**config.mk**
```make
export PLATFORM = sky130hd
export DESIGN_NAME = bp_be_ptw
export DESIGN_NICKNAME = d
export VERILOG_FILES = /design/src/rtl/bp_be_ptw_pkg.sv /design/src/rtl/bp_be_pte_decode.sv /design/src/rtl/bp_be_ptw.sv
export SDC_FILE = /design/constraint.sdc
export NUM_CORES = 1
export LEC_CHECK = 0
export BUFFER_PORTS_ARGS = -buffer_cell sky130_fd_sc_hd__buf_2
export CORE_MARGIN = 2
export CORE_UTILIZATION = 25
export CTS_BUF_LIST = sky130_fd_sc_hd__clkbuf_8
export DETAILED_ROUTE_END_ITERATION = 7
export HOLD_SLACK_MARGIN = 0.15
export SYNTH_ARGS = -nofsm -noshare
export SYNTH_HDL_FRONTEND = slang
export SYNTH_HIERARCHICAL = 1
export SYNTH_SLANG_ARGS = --single-unit
```
**constraint.sdc**
```tcl
create_clock -name clk_i -period 2.47 [get_ports clk_i]
set_input_delay 0.247 -clock clk_i [delete_from_list [all_inputs] [get_ports clk_i]]
set_output_delay 0.247 -clock clk_i [all_outputs]
set_load 0.01 [all_outputs]
```
**src/rtl/bp_be_ptw_pkg.sv**
```systemverilog
// Shared types and constants for the backend page-table walker.
package bp_be_ptw_pkg;

   localparam int bp_vpn_seg_width_lp    = 9;
   localparam int bp_page_offset_width_lp = 12;
   localparam int bp_pte_size_log_lp     = 3;

   typedef struct packed {
      logic [9:0]  reserved;
      logic [43:0] ppn;
      logic [1:0]  rsw;
      logic        d;
      logic        a;
      logic        g;
      logic        u;
      logic        x;
      logic        w;
      logic        r;
      logic        v;
   } bp_sv39_pte_s;

   typedef enum logic [2:0] {IDLE, SEND, WAIT, FILL, FAULT} bp_ptw_state_e;

endpackage

```
**src/rtl/bp_be_pte_decode.sv**
```systemverilog
// Combinational PTE decode: classifies one PTE at a given level and forms the
// next-level table PPN or the final (possibly superpage) translation.
module bp_be_pte_decode
   import bp_be_ptw_pkg::*;
#(
   parameter int ptag_width_p = 28,
   parameter int vtag_width_p = 27,
   parameter int pte_width_p  = 64,
   parameter int lvl_width_p  = 2,
   parameter int seg_width_p  = 9
) (
   input  logic [pte_width_p-1:0]  pte_i,
   input  logic [lvl_width_p-1:0]  level_i,
   input  logic [vtag_width_p-1:0] vtag_i,
   output logic                    fault_o,
   output logic                    leaf_o,
   output logic [ptag_width_p-1:0] next_ppn_o,
   output logic [ptag_width_p-1:0] leaf_ptag_o
);

   bp_sv39_pte_s            pte_s;
   logic [ptag_width_p-1:0] ppn;
   logic [ptag_width_p-1:0] lvl_mask;
   logic                    misaligned;
   logic                    unused;

   assign pte_s  = bp_sv39_pte_s'(pte_i[63:0]);
   assign unused = ^pte_s[63:8];
   assign ppn    = pte_i[10 +: ptag_width_p];

   // Low PPN bits that a superpage at this level must leave clear; they come
   // from the virtual address instead.
   assign lvl_mask   = ~({ptag_width_p{1'b1}} << (int'(level_i) * seg_width_p));
   assign misaligned = |(ppn & lvl_mask);

   assign leaf_o      = pte_s.r | pte_s.x;
   assign next_ppn_o  = ppn;
   assign leaf_ptag_o = (ppn & ~lvl_mask) | (ptag_width_p'(vtag_i) & lvl_mask);

   assign fault_o = ~pte_s.v
                  | (~pte_s.r & pte_s.w)
                  | (leaf_o & misaligned)
                  | (~leaf_o & (level_i == '0));

endmodule

```
**src/rtl/bp_be_ptw.sv**
```systemverilog
// Sv39-style page-table walker: turns a TLB miss into a sequence of PTE reads,
// then emits either a TLB fill pulse or a page-fault pulse.
module bp_be_ptw
   import bp_be_ptw_pkg::*;
#(
   parameter int vtag_width_p       = 27,
   parameter int ptag_width_p       = 28,
   parameter int page_table_depth_p = 3,
   parameter int pte_width_p        = 64,
   parameter int paddr_width_p      = 40
) (
   input  logic                     clk_i,
   input  logic                     reset_n_i,
   input  logic [ptag_width_p-1:0]  base_ppn_i,
   input  logic                     miss_v_i,
   input  logic [vtag_width_p-1:0]  miss_vtag_i,
   output logic                     busy_o,
   output logic                     mem_req_v_o,
   output logic [paddr_width_p-1:0] mem_req_addr_o,
   input  logic                     mem_req_ready_i,
   input  logic                     mem_resp_v_i,
   input  logic [pte_width_p-1:0]   mem_resp_data_i,
   output logic                     tlb_w_v_o,
   output logic [vtag_width_p-1:0]  tlb_w_vtag_o,
   output logic [ptag_width_p-1:0]  tlb_w_ptag_o,
   output logic                     page_fault_v_o,
   output logic [vtag_width_p-1:0]  page_fault_vtag_o
);

   localparam int SEG_W = vtag_width_p / page_table_depth_p;
   localparam int LVL_W = (page_table_depth_p > 1) ? $clog2(page_table_depth_p) : 1;
   localparam logic [LVL_W-1:0] TOP_LVL = LVL_W'(page_table_depth_p - 1);

   function automatic logic [SEG_W-1:0] vpn_seg(input logic [vtag_width_p-1:0] vt,
                                                input logic [LVL_W-1:0] lvl);
      return SEG_W'(vt >> (int'(lvl) * SEG_W));
   endfunction

   function automatic logic [paddr_width_p-1:0] pte_addr(input logic [ptag_width_p-1:0] ppn,
                                                         input logic [SEG_W-1:0] seg);
      return paddr_width_p'({ppn, seg, {bp_pte_size_log_lp{1'b0}}});
   endfunction

   bp_ptw_state_e             state_q;
   logic [LVL_W-1:0]          level_q;
   logic [vtag_width_p-1:0]   vtag_q;
   logic                      busy_q;
   logic                      req_v_q;
   logic [paddr_width_p-1:0]  req_addr_q;
   logic                      fill_v_q;
   logic                      fault_v_q;
   logic [vtag_width_p-1:0]   out_vtag_q;
   logic [ptag_width_p-1:0]   fill_ptag_q;

   logic                      dec_fault, dec_leaf;
   logic [ptag_width_p-1:0]   dec_next_ppn, dec_leaf_ptag;

   bp_be_pte_decode #(
      .ptag_width_p (ptag_width_p),
      .vtag_width_p (vtag_width_p),
      .pte_width_p  (pte_width_p),
      .lvl_width_p  (LVL_W),
      .seg_width_p  (SEG_W)
   ) u_decode (
      .pte_i       (mem_resp_data_i),
      .level_i     (level_q),
      .vtag_i      (vtag_q),
      .fault_o     (dec_fault),
      .leaf_o      (dec_leaf),
      .next_ppn_o  (dec_next_ppn),
      .leaf_ptag_o (dec_leaf_ptag)
   );

   always_ff @(posedge clk_i) begin
      if (!reset_n_i) begin
         state_q     <= IDLE;
         level_q     <= '0;
         vtag_q      <= '0;
         busy_q      <= 1'b0;
         req_v_q     <= 1'b0;
         req_addr_q  <= '0;
         fill_v_q    <= 1'b0;
         fault_v_q   <= 1'b0;
         out_vtag_q  <= '0;
         fill_ptag_q <= '0;
      end else begin
         fill_v_q  <= 1'b0;
         fault_v_q <= 1'b0;
         case (state_q)
            IDLE: if (miss_v_i) begin
               vtag_q     <= miss_vtag_i;
               level_q    <= TOP_LVL;
               busy_q     <= 1'b1;
               req_v_q    <= 1'b1;
               req_addr_q <= pte_addr(base_ppn_i, vpn_seg(miss_vtag_i, TOP_LVL));
               state_q    <= SEND;
            end
            SEND: if (mem_req_ready_i) begin
               req_v_q <= 1'b0;
               state_q <= WAIT;
            end
            WAIT: if (mem_resp_v_i) begin
               if (dec_fault) begin
                  fault_v_q  <= 1'b1;
                  out_vtag_q <= vtag_q;
                  state_q    <= FAULT;
               end else if (dec_leaf) begin
                  fill_v_q    <= 1'b1;
                  out_vtag_q  <= vtag_q;
                  fill_ptag_q <= dec_leaf_ptag;
                  state_q     <= FILL;
               end else begin
                  level_q    <= level_q - 1'b1;
                  req_v_q    <= 1'b1;
                  req_addr_q <= pte_addr(dec_next_ppn, vpn_seg(vtag_q, level_q - 1'b1));
                  state_q    <= SEND;
               end
            end
            FILL, FAULT: begin
               busy_q  <= 1'b0;
               state_q <= IDLE;
            end
            default: state_q <= IDLE;
         endcase
      end
   end

   assign busy_o            = busy_q;
   assign mem_req_v_o       = req_v_q;
   assign mem_req_addr_o    = req_addr_q;
   assign tlb_w_v_o         = fill_v_q;
   assign tlb_w_vtag_o      = out_vtag_q;
   assign tlb_w_ptag_o      = fill_ptag_q;
   assign page_fault_v_o    = fault_v_q;
   assign page_fault_vtag_o = out_vtag_q;

endmodule
```
After elaboration in Yosys (flattened, before gate mapping)

Cells that the tools add are included.

Bits in registers: 131
Input port bits: 124
Output and inout port bits: 126

$add $sub $neg: 1
Multiply operators: 2
Eq/ne operators: 9
Shift-type cells: 2
Mux-type cells: 27
Bitwise gates (word level): 20
Reductions and logical operators: 17

Operator list:

| cell                     | number |
|---|---|
| $mux W40                 | 4 |
| $pmux W40 S2             | 1 |
| $and A28 B28 Y28         | 2 |
| $not A28 Y28             | 2 |
| $mux W27                 | 2 |
| $shl A28 B32 Y28 const A | 1 |
| $and A27 B28 Y28         | 1 |
| $or A28 B28 Y28          | 1 |
| $reduce_or A28 Y1        | 1 |
| $shr A27 B6 Y9           | 1 |
| $mul A2 B4 Y6 const B    | 2 |
| $mux W3                  | 4 |
| $mux W2                  | 5 |
| $ne A2 B2 Y1 const B     | 5 |
| $pmux W3 S3              | 1 |
| $reduce_and A3 Y1        | 3 |
| $mux W1                  | 7 |
| $not A1 Y1               | 7 |
| $eq A3 B2 Y1 const B     | 2 |
| $reduce_and A6 Y1        | 1 |
| $reduce_bool A2 Y1       | 3 |
| $reduce_and A5 Y1        | 1 |
| $or A1 B1 Y1             | 4 |
| $pmux W2 S2              | 1 |
| 13 further kinds         | 16 |

Logic depth before layout (Yosys ltp)

Gate-level depths: netlist (run 1).

Depth in word-level cells: 11
Mapped depth: 10

Modules after synthesis

Netlist (run 1), hierarchy kept.

By module, submodules not included:

| module           | times used | cells an instance | area each (µm²) | sequential area each (µm²) |
|---|---|---|---|---|
| bp_be_ptw        | 1          | 660               | 5521.5          | 2562.5 |
| bp_be_pte_decode | 1          | 79                | 650.6           | 0.0 |

Worst setup path after synthesis (run 1)

Ideal clock, no wire load.

Path type: flip-flop to flip-flop
Start: register level_q[0]
End: register out_vtag_q[0] (netlist: page_fault_vtag_o[0])
Setup time: 76 ps
Arrival time: 2289 ps
Data required time: 2394 ps
Path slack: 105 ps
Stages on the path, launching flop included: 8
Buffers on the path: 1
Cells stage by stage: dfxtp_1 > nand2_1 > and3b_1 > or4_1 > o211ai_1 > clkbuf_1 > nand2_1 > a21boi_0

Longest elaborated chain between the ends: 10
Elaborated cells on any way between the ends: 13

RTL lines:

| element                      | RTL line               | source |
|---|---|---|
| start: declaration           | bp_be_ptw.sv:45        | `logic [LVL_W-1:0] level_q;` |
| start signal: assignment     | bp_be_ptw.sv:113       | `level_q <= level_q - 1'b1;` |
| $mul A2 B4 Y6                | bp_be_pte_decode.sv:33 | `assign lvl_mask = ~({ptag_width_p{1'b1}} << (int'(level_i) * seg_width_p));` |
| $shl A28 B32 Y28             | bp_be_pte_decode.sv:33 |  |
| $not A28 Y28                 | bp_be_pte_decode.sv:33 |  |
| $and A28 B28 Y28             | bp_be_pte_decode.sv:34 | `assign misaligned = \|(ppn & lvl_mask);` |
| $reduce_or A28 Y1            | bp_be_pte_decode.sv:34 |  |
| $and A1 B1 Y1                | bp_be_pte_decode.sv:42 | `\| (leaf_o & misaligned)` |
| $or A1 B1 Y1                 | bp_be_pte_decode.sv:42 |  |
| $or A1 B1 Y1 (*)             | bp_be_pte_decode.sv:43 | `\| (~leaf_o & (level_i == '0));` |
| net dec_fault                | bp_be_ptw.sv:55        | `logic dec_fault, dec_leaf;` |
| $reduce_bool A2 Y1 (no line) | n/a                    |  |
| $reduce_and A3 Y1 (no line)  | n/a                    |  |
| end signal: assignment       | bp_be_ptw.sv:105       | `out_vtag_q <= vtag_q;` |
| end signal: assignment       | bp_be_ptw.sv:109       | `out_vtag_q <= vtag_q;` |
| end: declaration             | bp_be_ptw.sv:52        | `logic [vtag_width_p-1:0] out_vtag_q;` |

The timed path passes the listed nets; every way through them passes the cells marked *.
A chain may end at the register's enable or synchronous reset.

Final worst setup path (run 1)

Start: register level_q[0]
End: register req_v_q (netlist: mem_req_v_o)

Longest elaborated chain between the ends: 10
Elaborated cells on any way between the ends: 12

RTL lines:

| element                         | RTL line               | source |
|---|---|---|
| $mul A2 B4 Y6                   | bp_be_pte_decode.sv:33 |  |
| $shl A28 B32 Y28                | bp_be_pte_decode.sv:33 |  |
| $not A28 Y28                    | bp_be_pte_decode.sv:33 |  |
| $and A28 B28 Y28                | bp_be_pte_decode.sv:34 |  |
| $reduce_or A28 Y1               | bp_be_pte_decode.sv:34 |  |
| $and A1 B1 Y1                   | bp_be_pte_decode.sv:42 |  |
| $or A1 B1 Y1                    | bp_be_pte_decode.sv:42 |  |
| $or A1 B1 Y1 (*)                | bp_be_pte_decode.sv:43 |  |
| net dec_fault                   | bp_be_ptw.sv:55        |  |
| $ne A2 B2 Y1 (no line) (*)      | n/a                    |  |
| $reduce_and A6 Y1 (no line) (*) | n/a                    |  |
| end signal: assignment          | bp_be_ptw.sv:80        | `req_v_q <= 1'b0;` |
| end signal: assignment          | bp_be_ptw.sv:94        | `req_v_q <= 1'b1;` |
| end signal: assignment          | bp_be_ptw.sv:99        | `req_v_q <= 1'b0;` |
| end: declaration                | bp_be_ptw.sv:48        | `logic req_v_q;` |

Marks and branches as above.

==> impl_metrics.py, run 1 <==
metrics = {
    "synthesis": {
        "synth_ff_type": "dfxtp_1",
        "synth_top_cells_by_area": "dfxtp_1 (42%), nand2_1 (14%), a21boi_0 (8.9%), buf_4 (7.2%), mux2_2 (6.6%)",
        "ys_warn_count": 6,
        "synth_edf_count": 0,
        "synth_top_area_cell": "dfxtp_1",
        "netlist_area_mm2": 0.00617,
        "netlist_instances": 739,
        "seq_area_frac_synth_pct": 41.5,
        "synth_top_cell_area_share_pct": 41.5,
        "ys_async_sr_fraction_pct": 0,
        "ys_seq_elements": 128,
        "avgSynthCellArea_um2": 8.35,
        "ys_types": 44,
    },
    "timing": {
        "setup_viol": 0,
        "final.setup_skew_ns": 0.0120,
        "max_freq_ghz": 0.432,
        "worst_pin_slew_ns": 0.582,
        "rsz0062_at_grt": "false",
        "finalHoldViolations": 0,
        "layout_min_cycle_time_ns": 2.32,
        "fin_crit_sh_pct": 93.8,
        "maxSlewViolCount": 0,
        "slew_headroom_pct": 61.1,
    },
    "drt": {
        "firstDrtPassIters": 5,
        "dr.first_iter.drc_count": 412,
        "wirelength_mm": 21.7,
        "wl_per_cell_um": 16.6,
        "routed_via_density": 4.54,
        "route.detailed.drc": 0,
        "antenna_left": 0,
        "vias": 5943,
    },
    "floorplan": {
        "io_pins": 250,
        "fp.dieW_um": 161,
        "rows": 57,
        "start_util_pct": 25.5,
        "fp.coreArea_mm2": 0.0242,
        "dieArea_mm2": 0.0260,
        "die_h_um": 161,
    },
    "run": {
        "maxCapViolations": 0,
    },
    "layout": {
        "antennaDiodeCount": 0,
        "final_cell_mix": "nand2_1 (235), buf_2 (213), dfxtp_1 (127), a21boi_0 (73), dlygate4sd3_1 (58)",
        "area_growth_pct": 37.6,
        "final_util_pct": 35.0,
        "fill_cells": 2576,
        "drive_above_1_share_pct": 34.9,
        "mostFrequentLayoutCell": "nand2_1",
        "finalNetCount": 1095,
    },
    "global_routing": {
        "grt_usage_pct": 16.4,
        "grt_overflow": 0,
        "grt_start_max_net_pins": 63,
        "antenna_found_initial": 0,
        "grt_pass1_wl_mm": 32.2,
        "first_global_vias": 5568,
    },
    "clock_network": {
        "cts_buffer_depth": 2,
        "cts_buffers": 17,
        "cts_max_level": 4,
        "clk_pin_slew_ns": 0.08,
        "cts_tree": "done",
        "ctsRootBufferMaster": "clkbuf_8",
        "clkLatencyLatePin_ns": 0.45,
        "cts_sinks": 128,
    },
    "setup_path": {
        "critPathKind": "reg -> reg",
        "end_kind": "flip-flop",
        "required_ns": 2.85,
        "worstPathArrival_ns": 2.70,
        "path_max_fanout": 16,
        "cp-start-kind": "flip-flop",
    },
    "placed_design": {
        "place.gp.congestion": 0.834,
        "place.detailed.hpwl_mm": 15.3,
        "portBuffers": 214,
    },
    "pwr": {
        "leakage_nw": 3.97,
        "p_per_area_mw_per_mm2": 622,
        "finalPower_mw": 5.28,
        "ir_drop_mv": 0.237,
    },
    "worst_hold_path": {
        "hold_path_class": "in -> reg",
    },
    "run_status": {
        "status": "completed",
    },
}
## power by group
group          switching, mW  internal (mW)  total, mW
sequential             0.111           2.18       2.29
clock                  0.906           1.23       2.13
combinational          0.432          0.431      0.863
total                   1.45           3.84       5.28
## final timing paths
kind	from	endpoint	slack, ns	depth (start not counted)
worst max-delay path	level_q[0]	mem_req_v_o	0.15	9
worst min-delay path	mem_resp_data_i[25]	mem_req_addr_o[27]	0.19	4
worst max register to register	level_q[0]	mem_req_v_o	0.15	9
worst min register to register	tlb_w_ptag_o[19]	tlb_w_ptag_o[19]	0.45	2
## sequential cells by signal, summed over array words and instances, names as in the netlist
signal / count
mem_req_addr_o: 37
tlb_w_ptag_o: 28
page_fault_vtag_o: 27
vtag_q: 27
state_q: 3
level_q: 2
busy_o: 1
mem_req_v_o: 1
page_fault_v_o: 1
tlb_w_v_o: 1
## synthesized netlist by cell type (3+ instances only)
cell type and instances:
o21ai_0 14, clkbuf_1 34, dfxtp_1 128, nand2_1 235
mux2_2 36, nand3_1 30, a21boi_0 73, o22ai_1 9
nor3_1 5, nor2_1 10, a31oi_1 4, a21boi_1 9
a221o_1 9, buf_2 14, nor2b_1 4, buf_4 59
buf_6 3, o211a_1 29, inv_1 3
## what timing repair did
action,CTS,global route
gates resized for setup,0,7
hold buffers,58,0
setup buffers,0,3
endpoints found under the setup margin,0,97
hold endpoints to repair,62,0
## stage by stage
step | instances | hold slack, ns | setup TNS [ns] | setup slack, ns | instance area, um2
finish | 1308 | 0.193 | 0 | 0.153 | 8500
global route | 1308 | 0.162 | 0 | 0.00557 | 8500
CTS | 1304 | 0.159 | 0 | 0.0409 | 8430
detailed placement | 1214 | 0.445 | -34.73 | -0.401 | 7380
global placement | 1214 | 0.441 | -29.33 | -0.386 | 7380
floorplan | 741 | 0.392 | 0 | 0.105 | 6180
## cell families after synthesis
kind of cell,share of synthesized area (%)
AO/OA/AOI/OAI,19.4
buffers and inverters,11.2
flip-flops,41.5
multiplexers,6.73
other,0.0608
AND/OR/NAND/NOR,21.1
## critical path: stages (launching register included)
cell and delay [ns]:
dfxtp_1 0.33, buf_4 0.20, nand2_1 0.11, and3b_1 0.18, or4_4 0.44, buf_4 0.18, or3b_2 0.45, o21ai_0 0.16
a31oi_1 0.10, nor2_1 0.10
## cell type report
type / instances / area, um2 / share of cell area [%]
sequential: 128 / 2560 / 30.2
clock inverter: 14 / 215 / 2.53
clock buffer: 18 / 248 / 2.92
timing repair buffer: 322 / 2100 / 24.8
multi-input combinational: 499 / 2950 / 34.7
tap: 324 / 405 / 4.77
inverter: 3 / 11.3 / 0.133
## layer usage
layer	routed length [um]	track usage, %
met5	0	0
met4	359	4.95
met3	1300	4.29
met2	10300	27.4
met1	9670	20.6
No activity file was read; power rests on OpenSTA's default activity.
==> run 2: changes to the inputs <==
--- a/config.mk
+++ b/config.mk
@@ -11,6 +11,7 @@
 export CTS_BUF_LIST = sky130_fd_sc_hd__clkbuf_8
 export DETAILED_ROUTE_END_ITERATION = 7
 export HOLD_SLACK_MARGIN = 0.15
+export PLACE_DENSITY = 0.47
 export SYNTH_ARGS = -nofsm -noshare
 export SYNTH_HDL_FRONTEND = slang
 export SYNTH_HIERARCHICAL = 1
==> constraint.sdc (replaced) <==
create_clock -name clk_i -period 2.47 [get_ports clk_i]
set_input_delay 0.247 -clock clk_i [delete_from_list [all_inputs] [get_ports clk_i]]
set_output_delay 0.247 -clock clk_i [all_outputs]
set_load 0.005 [all_outputs]
==> impl_metrics.py, run 2 (synthesized netlist as in run 1, its figures left out) <==
metrics = {
    "run_status": {
        "status": "completed",
    },
    "setup_path": {
        "r2r_cells": 10,
        "rr_startpoint": "level_q[0]",
        "r2r-end": "mem_req_v_o",
        "cp-start-kind": "flip-flop",
        "r2r_slack_ns": 0.15,
        "required_ns": 2.85,
        "worstSetupStartpoint": "level_q[0]",
        "end_kind": "flip-flop",
        "worstPathArrival_ns": 2.71,
        "critPathKind": "reg -> reg",
        "path_max_fanout": 6,
    },
    "drt": {
        "dr.first_iter.drc_count": 302,
        "routed_via_density": 4.39,
        "route.detailed.drc": 0,
        "firstDrtPassIters": 4,
        "antenna_left": 0,
        "wl_per_cell_um": 16.5,
        "wirelength_mm": 21.7,
        "vias": 5760,
    },
    "floorplan": {
        "fp.dieW_um": 161,
        "start_util_pct": 25.5,
        "rows": 57,
        "io_pins": 250,
        "dieArea_mm2": 0.0260,
        "die_h_um": 161,
        "fp.coreArea_mm2": 0.0242,
    },
    "worst_hold_path": {
        "min_path_cells": 4,
        "hold_path_class": "in -> reg",
        "hold_end": "mem_req_addr_o[25]",
        "hp-start": "mem_resp_data_i[23]",
    },
    "layout": {
        "finalNetCount": 1097,
        "drive_above_1_share_pct": 34.6,
        "area_growth_pct": 36.8,
        "largest_reg_flops": 37,
        "fill_cells": 2613,
        "mostFrequentLayoutCell": "nand2_1",
        "final_cell_mix": "nand2_1 (235), buf_2 (213), dfxtp_1 (127), a21boi_0 (72), dlygate4sd3_1 (61)",
        "stdcell_count": 1312,
    },
    "timing": {
        "worst_pin_slew_ns": 0.611,
        "slew_headroom_pct": 59.2,
        "layout_min_cycle_time_ns": 2.32,
        "setup_slack_ns": 0.146,
        "finalHoldViolations": 0,
        "setup_viol": 0,
        "fin_crit_sh_pct": 94.1,
        "final.setup_skew_ns": 0.0202,
        "maxSlewViolCount": 0,
        "finalHoldWorstSlack_ns": 0.190,
        "max_freq_ghz": 0.430,
    },
    "pwr": {
        "p_per_area_mw_per_mm2": 578,
        "leakage_nw": 3.95,
        "ir_drop_mv": 0.297,
        "combPwrFrac_pct": 16.8,
        "seq_power_share_pct": 46.9,
        "switching_power_mw": 1.38,
        "internal-power_mw": 3.50,
        "clock_power_share_pct": 36.2,
        "netSwitchingFraction_pct": 28.3,
    },
    "clock_network": {
        "cts_tree": "done",
        "cts_max_level": 4,
        "clkLatencyLatePin_ns": 0.44,
        "cts_buffers": 17,
        "cts_sinks": 128,
        "ctsRootBufferMaster": "clkbuf_8",
        "clk_pin_slew_ns": 0.09,
        "cts_buffer_depth": 2,
    },
    "global_routing": {
        "grt_pass1_wl_mm": 32.3,
        "first_global_vias": 5569,
        "grt_overflow": 0,
        "antenna_found_initial": 1,
        "grt_usage_pct": 16.3,
        "grt_start_max_net_pins": 47,
    },
    "placed_design": {
        "place.gp.congestion": 0.794,
        "place.detailed.hpwl_mm": 15.3,
        "dp.cells": 1214,
        "portBuffers": 214,
        "dpl_worst_slack_ns": -0.372,
    },
    "run": {
        "maxCapViolations": 0,
    },
}
[run 2: critical path, stage by stage (launching register included)]
cell and delay [ns]:
dfxtp_2 0.34, buf_4 0.14, nor3_1 0.05, nor2_1 0.11, o21ai_0 0.10, or4_4 0.57
buf_4 0.17, or3b_2 0.45, o21ai_1 0.15, a31oi_1 0.09, nor2_1 0.10
[run 2: area by class of cell]
class / instances / area, um2 / area share (%)
diodes: 2 / 5.00 / 0.0593
clock buffers: 21 / 289 / 3.42
clock inverters: 11 / 90.1 / 1.07
inverters: 3 / 11.3 / 0.133
multi-input cells: 499 / 2960 / 35.0
flip-flops and latches: 128 / 2560 / 30.4
well taps: 324 / 405 / 4.80
repair buffers: 324 / 2120 / 25.1
[run 2: through the flow]
stage / utilization (%) / TNS, ns / power [mW] / area [um2]
after floorplan: - / 0 / 2.74 / 6180
after global placement: 30.5 / -31.03 / 3.07 / 7400
after detailed placement: 30.5 / -28.17 / 3.07 / 7400
after CTS: 34.6 / 0 / 4.95 / 8390
after global routing: 34.8 / -0.0314 / 5.14 / 8440
final: 34.8 / 0 / 4.88 / 8440
[run 2: repair_timing]
item                                    4_1_cts  5_1_grt
endpoints found under the hold margin        66        0
hold buffers                                 61        0
setup buffers                                 0        2
gates resized for setup                       0       11
endpoints found under the setup margin        0       94
[run 2: power by group through the flow]
| stage | sequential, mW | combinational [mW] | clock [mW] |
|---|---|---|---|
| floorplan | 2.30 | 0.444 | 0 |
| CTS | 2.29 | 0.814 | 1.85 |
| detailed placement | 2.34 | 0.735 | 0 |
| global placement | 2.34 | 0.735 | 0 |
| finish | 2.29 | 0.822 | 1.77 |
| global route | 2.30 | 0.906 | 1.93 |
[run 2: worst max-delay path by stage]
| stage | end | cells after the start |
|---|---|---|
| final | mem_req_v_o | 10 |
| after global routing | page_fault_vtag_o[24] | 11 |
| after CTS | mem_req_addr_o[3] | 10 |
| after detailed placement | mem_req_addr_o[39] | 10 |
| after global placement | mem_req_v_o | 10 |
| after floorplan | page_fault_vtag_o[0] | 7 |
[run 2: routing by layer]
layer,global-route usage [%],wire [um]
met5,0,0
met4,3.17,161
met3,4.16,1280
met2,28.0,10600
met1,20.7,9620
==> run 3: changes to the inputs <==
--- a/config.mk
+++ b/config.mk
@@ -12,6 +12,7 @@
 export DETAILED_ROUTE_END_ITERATION = 7
 export HOLD_SLACK_MARGIN = 0.15
 export PLACE_DENSITY = 0.47
+export RECOVER_POWER = 50
 export SYNTH_ARGS = -nofsm -noshare
 export SYNTH_HDL_FRONTEND = slang
 export SYNTH_HIERARCHICAL = 1
==> impl_metrics.py, run 3 (synthesized netlist as in run 1, its figures left out) <==
metrics = {
    "global_routing": {
        "grt_overflow": 0,
        "grt_start_max_net_pins": 47,
        "first_global_vias": 5569,
        "grt_pass1_wl_mm": 32.3,
        "grt_usage_pct": 16.3,
        "antenna_found_initial": 1,
    },
    "run_status": {
        "status": "completed",
    },
    "clock_network": {
        "clk_pin_slew_ns": 0.09,
        "clkLatencyLatePin_ns": 0.44,
        "cts_tree": "done",
        "ctsRootBufferMaster": "clkbuf_8",
        "cts_buffer_depth": 2,
        "cts_sinks": 128,
        "cts_max_level": 4,
        "cts_buffers": 17,
    },
    "floorplan": {
        "rows": 57,
        "die_h_um": 161,
        "dieArea_mm2": 0.0260,
        "io_pins": 250,
        "fp.coreArea_mm2": 0.0242,
        "fp.dieW_um": 161,
        "start_util_pct": 25.5,
    },
    "placed_design": {
        "portBuffers": 214,
        "place.gp.congestion": 0.794,
        "place_area_mm2": 0.00740,
        "place.detailed.hpwl_mm": 15.3,
        "dpl_worst_slack_ns": -0.372,
        "dp.cells": 1214,
    },
    "drt": {
        "antenna_left": 0,
        "vias": 5746,
        "wl_per_cell_um": 16.5,
        "wirelength_mm": 21.7,
        "routed_via_density": 4.38,
        "route.detailed.drc": 0,
        "firstDrtPassIters": 4,
        "dr.first_iter.drc_count": 307,
    },
    "setup_path": {
        "r2r-end": "mem_req_v_o",
        "path_max_fanout": 6,
        "critPathKind": "reg -> reg",
        "worstPathArrival_ns": 2.70,
        "rr_startpoint": "level_q[0]",
        "r2r_cells": 10,
        "cp-start-kind": "flip-flop",
        "worstSetupStartpoint": "level_q[0]",
        "end_kind": "flip-flop",
        "crit_end": "mem_req_v_o",
        "r2r_slack_ns": 0.15,
        "required_ns": 2.85,
    },
    "run": {
        "maxCapViolations": 0,
    },
    "timing": {
        "slew_headroom_pct": 54.2,
        "setup_slack_ns": 0.149,
        "fin_crit_sh_pct": 94.0,
        "layout_min_cycle_time_ns": 2.32,
        "maxSlewViolCount": 0,
        "max_freq_ghz": 0.431,
        "final.setup_skew_ns": 0.0200,
        "finalHoldViolations": 0,
        "worst_pin_slew_ns": 0.687,
        "setup_viol": 0,
    },
    "pwr": {
        "finalPower_mw": 4.87,
        "ir_drop_mv": 0.297,
        "p_per_area_mw_per_mm2": 582,
        "leakage_nw": 3.72,
    },
    "layout": {
        "area_growth_pct": 35.6,
        "mostFrequentLayoutCell": "nand2_1",
        "regArea_mm2": 0.00256,
        "finalNetCount": 1097,
        "fill_cells": 2632,
        "stdcell_count": 1312,
        "largest_reg_flops": 37,
        "final_cell_mix": "nand2_1 (235), buf_2 (159), dfxtp_1 (127), a21boi_0 (72), dlygate4sd3_1 (61)",
        "drive_above_1_share_pct": 29.1,
        "final_util_pct": 34.5,
        "final_cell_area_mm2": 0.00837,
        "multi_input_area_mm2": 0.00296,
    },
    "worst_hold_path": {
        "hold_path_class": "in -> reg",
    },
}
-- run 3: cell types whose count changed in the layout (fill, tap and decap cells not counted), sizes merged --
cell	change
buf	-54
clkbuf	+54
-- run 3: worst min path at each step --
stage	slack [ns]	end	cells past startpoint	startpoint
2_1_floorplan	0.39	vtag_q[0]	2	miss_vtag_i[0]
3_3_place_gp	0.44	tlb_w_ptag_o[24]	2	tlb_w_ptag_o[24]
3_5_place_dp	0.45	tlb_w_ptag_o[21]	2	tlb_w_ptag_o[21]
4_1_cts	0.16	mem_req_addr_o[25]	4	mem_resp_data_i[23]
5_1_grt	0.17	mem_req_addr_o[25]	4	mem_resp_data_i[23]
6_report	0.19	mem_req_addr_o[25]	4	mem_resp_data_i[23]
-- run 3: area by class of cell --
| cell class | instances | share of cell area (%) |
|---|---|---|
| diodes | 2 | 0.0598 |
| repair buffers | 324 | 24.5 |
| inverters | 3 | 0.135 |
| clock buffers | 21 | 3.45 |
| multi-input cells | 499 | 35.3 |
| clock inverters | 11 | 1.08 |
| flip-flops and latches | 128 | 30.6 |
| well taps | 324 | 4.84 |
-- run 3: routing by layer --
layer	GRT usage, %	vias to the layer above	wire (um)
met5	0	-	0
met4	3.17	0	201
met3	4.16	10	1310
met2	28.0	161	10600
met1	20.7	2667	9610
li1	-	2908	-
-- run 3: worst max-delay path, cell delays in order, from the launching register on --
cell and delay (ns):
dfxtp_2 0.34, buf_4 0.14, nor3_1 0.05, nor2_1 0.10
o21ai_0 0.10, or4_4 0.57, buf_4 0.17, or3b_2 0.45
o21ai_1 0.15, a31oi_1 0.09, nor2_1 0.10
-- run 3: power by group --
group	switching, mW	internal (mW)
sequential	0.111	2.18
combinational	0.390	0.419
clock	0.881	0.890
total	1.38	3.49
-- run 3: timing repair --
item | in CTS | in global routing
gates resized for setup | 0 | 11
endpoints found under the hold margin | 66 | 0
hold buffers | 61 | 0
setup buffers | 0 | 2
endpoints found under the setup margin | 0 | 94
-- run 3: through the flow --
step | hold WS, ns | TNS (ns)
after global routing | 0.170 | -0.0321
after global placement | 0.440 | -31.03
final | 0.191 | 0
after floorplan | 0.392 | 0
after CTS | 0.159 | 0
after detailed placement | 0.446 | -28.17
